## src/rtl/mc_pkg.sv

```systemverilog
// Shared encodings for the multi-cycle ARM-subset control unit: FSM states,
// mux selects, ALU ops, condition codes and data-processing commands.
package mc_pkg;

    typedef enum logic [3:0] {
        S_FETCH    = 4'd0,
        S_DECODE   = 4'd1,
        S_MEMADR   = 4'd2,
        S_MEMREAD  = 4'd3,
        S_MEMWB    = 4'd4,
        S_MEMWRITE = 4'd5,
        S_EXECUTER = 4'd6,
        S_EXECUTEI = 4'd7,
        S_ALUWB    = 4'd8,
        S_BRANCH   = 4'd9
    } mc_state_t;

    localparam logic [1:0] ALU_ADD = 2'b00;
    localparam logic [1:0] ALU_SUB = 2'b01;
    localparam logic [1:0] ALU_AND = 2'b10;
    localparam logic [1:0] ALU_ORR = 2'b11;

    localparam logic [1:0] RES_ALUOUT    = 2'b00;
    localparam logic [1:0] RES_DATA      = 2'b01;
    localparam logic [1:0] RES_ALURESULT = 2'b10;

    localparam logic [1:0] SRCB_REG  = 2'b00;
    localparam logic [1:0] SRCB_IMM  = 2'b01;
    localparam logic [1:0] SRCB_FOUR = 2'b10;

    localparam logic [1:0] OP_DP  = 2'b00;
    localparam logic [1:0] OP_MEM = 2'b01;
    localparam logic [1:0] OP_BR  = 2'b10;
    localparam logic [1:0] OP_NOP = 2'b11;

    localparam logic [3:0] COND_EQ = 4'b0000;
    localparam logic [3:0] COND_NE = 4'b0001;
    localparam logic [3:0] COND_CS = 4'b0010;
    localparam logic [3:0] COND_CC = 4'b0011;
    localparam logic [3:0] COND_MI = 4'b0100;
    localparam logic [3:0] COND_PL = 4'b0101;
    localparam logic [3:0] COND_VS = 4'b0110;
    localparam logic [3:0] COND_VC = 4'b0111;
    localparam logic [3:0] COND_HI = 4'b1000;
    localparam logic [3:0] COND_LS = 4'b1001;
    localparam logic [3:0] COND_GE = 4'b1010;
    localparam logic [3:0] COND_LT = 4'b1011;
    localparam logic [3:0] COND_GT = 4'b1100;
    localparam logic [3:0] COND_LE = 4'b1101;
    localparam logic [3:0] COND_AL = 4'b1110;

    localparam logic [3:0] CMD_AND = 4'b0000;
    localparam logic [3:0] CMD_SUB = 4'b0010;
    localparam logic [3:0] CMD_ADD = 4'b0100;
    localparam logic [3:0] CMD_ORR = 4'b1100;

    // nzcv packs the flags as {N, Z, C, V}; 1111 falls through to "never".
    function automatic logic cond_holds(input logic [3:0] cond, input logic [3:0] nzcv);
        logic n, z, c, v;
        {n, z, c, v} = nzcv;
        case (cond)
            COND_EQ: cond_holds = z;
            COND_NE: cond_holds = ~z;
            COND_CS: cond_holds = c;
            COND_CC: cond_holds = ~c;
            COND_MI: cond_holds = n;
            COND_PL: cond_holds = ~n;
            COND_VS: cond_holds = v;
            COND_VC: cond_holds = ~v;
            COND_HI: cond_holds = c & ~z;
            COND_LS: cond_holds = ~c | z;
            COND_GE: cond_holds = (n == v);
            COND_LT: cond_holds = (n != v);
            COND_GT: cond_holds = ~z & (n == v);
            COND_LE: cond_holds = z | (n != v);
            COND_AL: cond_holds = 1'b1;
            default: cond_holds = 1'b0;
        endcase
    endfunction

endpackage

```

## src/rtl/mc_controller_cond_unit.sv

```systemverilog
// NZCV flag register and condition evaluation; CondEx always reflects the
// stored flags, so an instruction never sees its own flag update.
module cond_unit
    import mc_pkg::*;
(
    input  logic       clk,
    input  logic       rst,
    input  logic [3:0] cond,
    input  logic [3:0] alu_flags,
    input  logic       flag_write,
    input  logic       cv_update,
    output logic       cond_ex
);

    logic [3:0] flags_reg;

    assign cond_ex = cond_holds(cond, flags_reg);

    always_ff @(posedge clk) begin
        if (rst) begin
            flags_reg <= 4'b0000;
        end else if (flag_write && cond_ex) begin
            flags_reg[3:2] <= alu_flags[3:2];
            if (cv_update) begin
                flags_reg[1:0] <= alu_flags[1:0];
            end
        end
    end

endmodule

```

## src/rtl/mc_controller.sv

```systemverilog
// Multi-cycle Moore controller: sequences the shared memory port and ALU through
// fetch/decode/execute/memory/writeback and gates architectural writes by CondEx.
module mc_controller
    import mc_pkg::*;
(
    input  logic        clk,
    input  logic        rst,
    input  logic [31:0] Instr,
    input  logic [3:0]  ALUFlags,
    output logic        PCWrite,
    output logic        AdrSrc,
    output logic        MemWrite,
    output logic        IRWrite,
    output logic        RegWrite,
    output logic [1:0]  ResultSrc,
    output logic        ALUSrcA,
    output logic [1:0]  ALUSrcB,
    output logic [1:0]  ALUControl,
    output logic [1:0]  ImmSrc,
    output logic [1:0]  RegSrc,
    output logic [3:0]  State
);

    mc_state_t state_reg;
    mc_state_t out_state;
    logic [1:0] op;
    logic [5:0] funct;
    logic [3:0] cmd;
    logic       rd_is_pc;
    logic       cond_ex;
    logic       dp_valid;
    logic [1:0] dp_alu;
    logic       flag_write;
    logic       cv_update;
    logic       pc_write_raw, reg_write_raw, mem_write_raw, ir_write_raw;
    logic       unused_instr_bits;

    assign op       = Instr[27:26];
    assign funct    = Instr[25:20];
    assign cmd      = funct[4:1];
    assign rd_is_pc = (Instr[15:12] == 4'hF);
    assign unused_instr_bits = ^{Instr[19:16], Instr[11:0]};

    always_ff @(posedge clk) begin
        if (rst) begin
            state_reg <= S_FETCH;
        end else begin
            case (state_reg)
                S_FETCH:  state_reg <= S_DECODE;
                S_DECODE: begin
                    case (op)
                        OP_MEM:  state_reg <= S_MEMADR;
                        OP_DP:   state_reg <= funct[5] ? S_EXECUTEI : S_EXECUTER;
                        OP_BR:   state_reg <= S_BRANCH;
                        default: state_reg <= S_FETCH;
                    endcase
                end
                S_MEMADR:   state_reg <= funct[0] ? S_MEMREAD : S_MEMWRITE;
                S_MEMREAD:  state_reg <= S_MEMWB;
                S_EXECUTER: state_reg <= S_ALUWB;
                S_EXECUTEI: state_reg <= S_ALUWB;
                default:    state_reg <= S_FETCH;
            endcase
        end
    end

    assign State = state_reg;

    // Unknown commands run as ADD but never reach the register file.
    always_comb begin
        dp_valid = 1'b1;
        dp_alu   = ALU_ADD;
        case (cmd)
            CMD_ADD: dp_alu = ALU_ADD;
            CMD_SUB: dp_alu = ALU_SUB;
            CMD_AND: dp_alu = ALU_AND;
            CMD_ORR: dp_alu = ALU_ORR;
            default: dp_valid = 1'b0;
        endcase
    end

    // During reset the mux selects present FETCH values regardless of state_reg.
    assign out_state = rst ? S_FETCH : state_reg;

    always_comb begin
        pc_write_raw  = 1'b0;
        reg_write_raw = 1'b0;
        mem_write_raw = 1'b0;
        ir_write_raw  = 1'b0;
        AdrSrc        = 1'b0;
        ResultSrc     = RES_ALUOUT;
        ALUSrcA       = 1'b0;
        ALUSrcB       = SRCB_REG;
        ALUControl    = ALU_ADD;
        case (out_state)
            S_FETCH: begin
                ir_write_raw = 1'b1;
                pc_write_raw = 1'b1;
                ALUSrcA      = 1'b1;
                ALUSrcB      = SRCB_FOUR;
                ResultSrc    = RES_ALURESULT;
            end
            S_DECODE: begin
                ALUSrcA   = 1'b1;
                ALUSrcB   = SRCB_FOUR;
                ResultSrc = RES_ALURESULT;
            end
            S_MEMADR:   ALUSrcB = SRCB_IMM;
            S_MEMREAD:  AdrSrc = 1'b1;
            S_MEMWRITE: begin
                AdrSrc        = 1'b1;
                mem_write_raw = cond_ex;
            end
            S_MEMWB: begin
                ResultSrc     = RES_DATA;
                reg_write_raw = cond_ex;
                pc_write_raw  = cond_ex & rd_is_pc;
            end
            S_EXECUTER: ALUControl = dp_alu;
            S_EXECUTEI: begin
                ALUSrcB    = SRCB_IMM;
                ALUControl = dp_alu;
            end
            S_ALUWB: begin
                reg_write_raw = cond_ex & dp_valid;
                pc_write_raw  = cond_ex & dp_valid & rd_is_pc;
            end
            S_BRANCH: begin
                ALUSrcB      = SRCB_IMM;
                ResultSrc    = RES_ALURESULT;
                pc_write_raw = cond_ex;
            end
            default: ;
        endcase
    end

    assign PCWrite  = pc_write_raw  & ~rst;
    assign RegWrite = reg_write_raw & ~rst;
    assign MemWrite = mem_write_raw & ~rst;
    assign IRWrite  = ir_write_raw  & ~rst;

    assign ImmSrc    = op;
    assign RegSrc[0] = (op == OP_BR);
    assign RegSrc[1] = (op == OP_MEM) & ~funct[0];

    assign flag_write = ((state_reg == S_EXECUTER) || (state_reg == S_EXECUTEI))
                        && funct[0] && !rst;
    assign cv_update  = dp_valid && ((cmd == CMD_ADD) || (cmd == CMD_SUB));

    cond_unit u_cond_unit (
        .clk        (clk),
        .rst        (rst),
        .cond       (Instr[31:28]),
        .alu_flags  (ALUFlags),
        .flag_write (flag_write),
        .cv_update  (cv_update),
        .cond_ex    (cond_ex)
    );

endmodule

```

## config.mk

```make
export PLATFORM = sky130hd
export DESIGN_NAME = mc_controller
export DESIGN_NICKNAME = d
export VERILOG_FILES = /design/src/rtl/mc_pkg.sv /design/src/rtl/mc_controller_cond_unit.sv /design/src/rtl/mc_controller.sv
export SDC_FILE = /design/constraint.sdc
export NUM_CORES = 1
export LEC_CHECK = 0
export ABC_CLOCK_PERIOD_IN_PS = 1800
export BUFFER_PORTS_ARGS = -buffer_cell sky130_fd_sc_hd__buf_2
export CORE_ASPECT_RATIO = 0.7
export CORE_UTILIZATION = 36
export CTS_CLUSTER_SIZE = 8
export DETAILED_ROUTE_END_ITERATION = 8
export GPL_TIMING_DRIVEN = 0
export PLACE_DENSITY = 0.75
export SYNTH_ARGS = -nofsm -noshare
export SYNTH_HDL_FRONTEND = slang
export SYNTH_SLANG_ARGS = --single-unit
```

## constraint.sdc

```tcl
create_clock -name clk -period 1.8 [get_ports clk]
set_clock_uncertainty 0.05 [all_clocks]
set_input_delay 0.36 -clock clk [delete_from_list [all_inputs] [get_ports clk]]
set_output_delay 0.36 -clock clk [all_outputs]
set_load 0.02 [all_outputs]
```

==> impl_metrics.py <==
metrics = {
    "sta": {
        "fin_crit_sh_pct": 121,
        "max_slew_margin_pct": 74.6,
        "maxSlewViolCount": 0,
        "hold_viol": 0,
        "setup_violations": 4,
        "whs_ns": 0.304,
        "tightest_slew_ns": 0.378,
        "max_freq_ghz": 0.460,
        "fin_ws_ns": -0.372,
        "finalCriticalPeriod_ns": 2.17,
        "grt_setup_unrepaired": "yes",
    },
    "critical_path": {
        "crit_fanout": 3,
        "reg2reg_from": "u_cond_unit.flags_reg[0]",
        "crit_type": "reg -> out",
        "critPathCaptureType": "output pin",
        "start_kind": "flip-flop",
        "crit_start": "u_cond_unit.flags_reg[0]",
        "crit_arrival_ns": 1.76,
        "crit_required_ns": 1.39,
    },
    "yosys": {
        "synth_seq_cells": 8,
        "syn_inst": 110,
        "yosysSeqAreaShare_pct": 19.6,
        "syn_area_um2": 816,
        "avgSynthCellArea_um2": 7.42,
        "syn_nets": 148,
        "synth_cell_types": 42,
        "yosysWarnings": 0,
    },
    "drt": {
        "dr.pass1.iters": 4,
        "drc_errors": 0,
        "wl_met2_um": 1170,
        "drt_iter0_drc": 47,
        "antenna_left": 0,
        "met3_length_um": 111,
        "maxUsedRoutingLayer": "met4",
        "vias_per_cell": 5.25,
        "detail_route.wl_per_cell_um": 13.1,
        "postRouteWirelength_um": 2460,
        "num_vias": 982,
        "m1WireLength_um": 1140,
    },
    "floorplan": {
        "die_area_um2": 2460,
        "boundaryPins": 58,
        "die_height_um": 41.8,
        "die_w_um": 58.9,
        "core_um2": 2140,
        "num_rows": 14,
        "start_util_pct": 38.2,
    },
    "clock_tree": {
        "cts_max_path_buffers": 2,
        "cts.sinks": 8,
        "clkTransAtPathRegs_ns": 0.06,
        "htree_num_levels": 1,
        "clk_latency_ns": 0.26,
        "clock-root-buffer": "clkbuf_4",
        "cts_tree": "yes",
        "cts-buffers-inserted": 3,
    },
    "global_route": {
        "grt_pass1_wl_um": 3770,
        "grt_pass1_vias": 844,
        "grt_max_degree": 11,
        "grt-ovfl-total": 0,
        "antenna_found_initial": 0,
        "track_usage_pct": 20.2,
    },
    "status": {
        "status": "finished with violations",
        "failed_checks": "negative setup slack",
    },
    "min_path": {
        "hold_path_class": "in -> reg",
        "min_from": "ALUFlags[3]",
    },
    "power_and_ir_drop": {
        "sw_frac_of_total_pct": 36.5,
        "p_per_area_nw_per_um2": 466,
        "switchingPower_w": 0.000220,
        "leakage_nw": 0.540,
        "power_frac_clock_pct": 23.3,
        "combPwrFrac_pct": 44.8,
        "pwr-share-seq_pct": 32.0,
        "intPower_w": 0.000381,
        "irDropWorstVdd_mv": 0.445,
    },
    "finish": {
        "design_area_um2": 1290,
        "synthToLayoutAreaGrowth_pct": 58.0,
        "drive_gt1_share_pct": 54.2,
        "nNetsFinal": 195,
        "diodes": 0,
    },
    "placement": {
        "place_area_um2": 1090,
        "portBuffers": 40,
        "routabilityCongestion": 0.811,
        "hpwl_um": 1740,
    },
    "job": {
        "drv_cap": 0,
    },
}
## area by class of cell
cell class	count	area, um2
tap	32	40.0
multi-input combinational	92	714
inverter	3	11.3
fill	187	848
sequential	8	178
buffer	7	77.6
timing repair buffer	42	245
clock buffer	3	22.5
## per-stage QoR
stage	instances	setup TNS [ns]	util (%)	power (W)	setup WS [ns]
2_1_floorplan	110	-0.282	-	0.000342	-0.106
3_3_place_gp	182	-0.994	50.9	0.000412	-0.377
3_5_place_dp	182	-1.10	50.9	0.000416	-0.404
4_1_cts	187	-1.19	56.7	0.000584	-0.390
5_1_grt	187	-1.42	60.3	0.000634	-0.445
6_report	187	-1.17	60.3	0.000601	-0.372
## what timing repair did
item / 4_1_cts / 5_1_grt
endpoints found under the hold margin: 0 / 0
pin swaps: 5 / 4
setup buffers: 2 / 0
hold buffers: 0 / 0
setup endpoints to repair: 10 / 8
resized for setup: 28 / 20
## Yosys cell counts (all sizes together)
cell     instances  area share, %
and3             2            1.5
nor2b            5            3.8
nor3b            2            1.8
a22oi            1           0.92
nand3b           2            1.8
clkbuf           4            1.8
nand3            4            2.5
xor2             3            3.2
or4              1           0.92
nor4             3            2.3
o41ai            1            1.1
nand4b           1            1.1
nand2b           4            3.1
a2111oi          1            1.1
mux2i            1            1.2
nand2            5            2.3
a21boi           1           0.92
buf              3            3.2
mux2             1            1.4
and4bb           1            2.0
o22a             1            1.1
or2              2            1.5
a21o             2            1.8
o2bb2ai          1            1.8
dfxtp            8             20
or3              1           0.77
a2bb2oi          1            3.2
or3b             1            1.1
nor2            14            6.7
and2             1           0.77
inv              3            1.4
o21ai            8            4.9
a21oi            9            6.9
o22ai            1           0.77
nand4            2            1.5
and3b            1            1.2
xnor2            4            4.3
nor3             4            2.5
## critical path, cell delays in order (launching register included)
cell and delay [ns]:
dfxtp_4 0.39, xor2_4 0.18, nor4_2 0.05, and4bb_4 0.36
a2bb2oi_4 0.16, nor2_2 0.05, a21o_1 0.18, buf_6 0.13
## worst paths after layout
check / slack, ns / endpoint / cells after the start
setup reg to reg: 0.15 / u_cond_unit.flags_reg[0] / 7
hold reg to reg: 0.45 / u_cond_unit.flags_reg[2] / 2
hold / removal: 0.30 / u_cond_unit.flags_reg[3] / 3
setup / recovery: -0.37 / PCWrite / 7
## power by group through the flow
stage	Combinational, W	Clock (W)	Sequential, W
6_report	0.000269	0.000140	0.000192
5_1_grt	0.000288	0.000153	0.000193
4_1_cts	0.000250	0.000144	0.000190
3_5_place_dp	0.000222	0	0.000195
3_3_place_gp	0.000217	0	0.000195
2_1_floorplan	0.000142	0	0.000200
## metal layers
| metal | up-vias | global-route usage, % |
|---|---|---|
| met3 | 4 | 2.80 |
| met1 | 464 | 27.7 |
| met2 | 29 | 31.4 |
| li1 | 485 | - |
| met5 | - | 0 |
| met4 | 0 | 8.57 |
## logic make-up after synthesis
kind of cell | after synthesis | synth area share [%]
AOI/OAI and AO/OA | 27 | 24.5
xor gates and xnor gates | 7 | 7.52
buffers and inverters | 10 | 6.44
DFF | 8 | 19.6
muxes | 2 | 2.61
and+or+nand+nor | 56 | 39.3
## placed cells by master, fill, tap and decap left out, drive strengths merged, types with 2 or more instances in the layout
| cell | n |
|---|---|
| nor3b | 2 |
| nand3b | 2 |
| a21oi | 9 |
| nand4 | 2 |
| nor2 | 14 |
| or2 | 2 |
| inv | 3 |
| a21o | 2 |
| o21ai | 8 |
| clkbuf | 6 |
| nor4 | 3 |
| xnor2 | 4 |
| nand3 | 4 |
| dfxtp | 8 |
| nand2b | 4 |
| buf | 46 |
| nor2b | 5 |
| nor3 | 4 |
| nand2 | 5 |
| xor2 | 3 |
| and3 | 2 |
No activity file was read; power rests on OpenSTA's default activity.
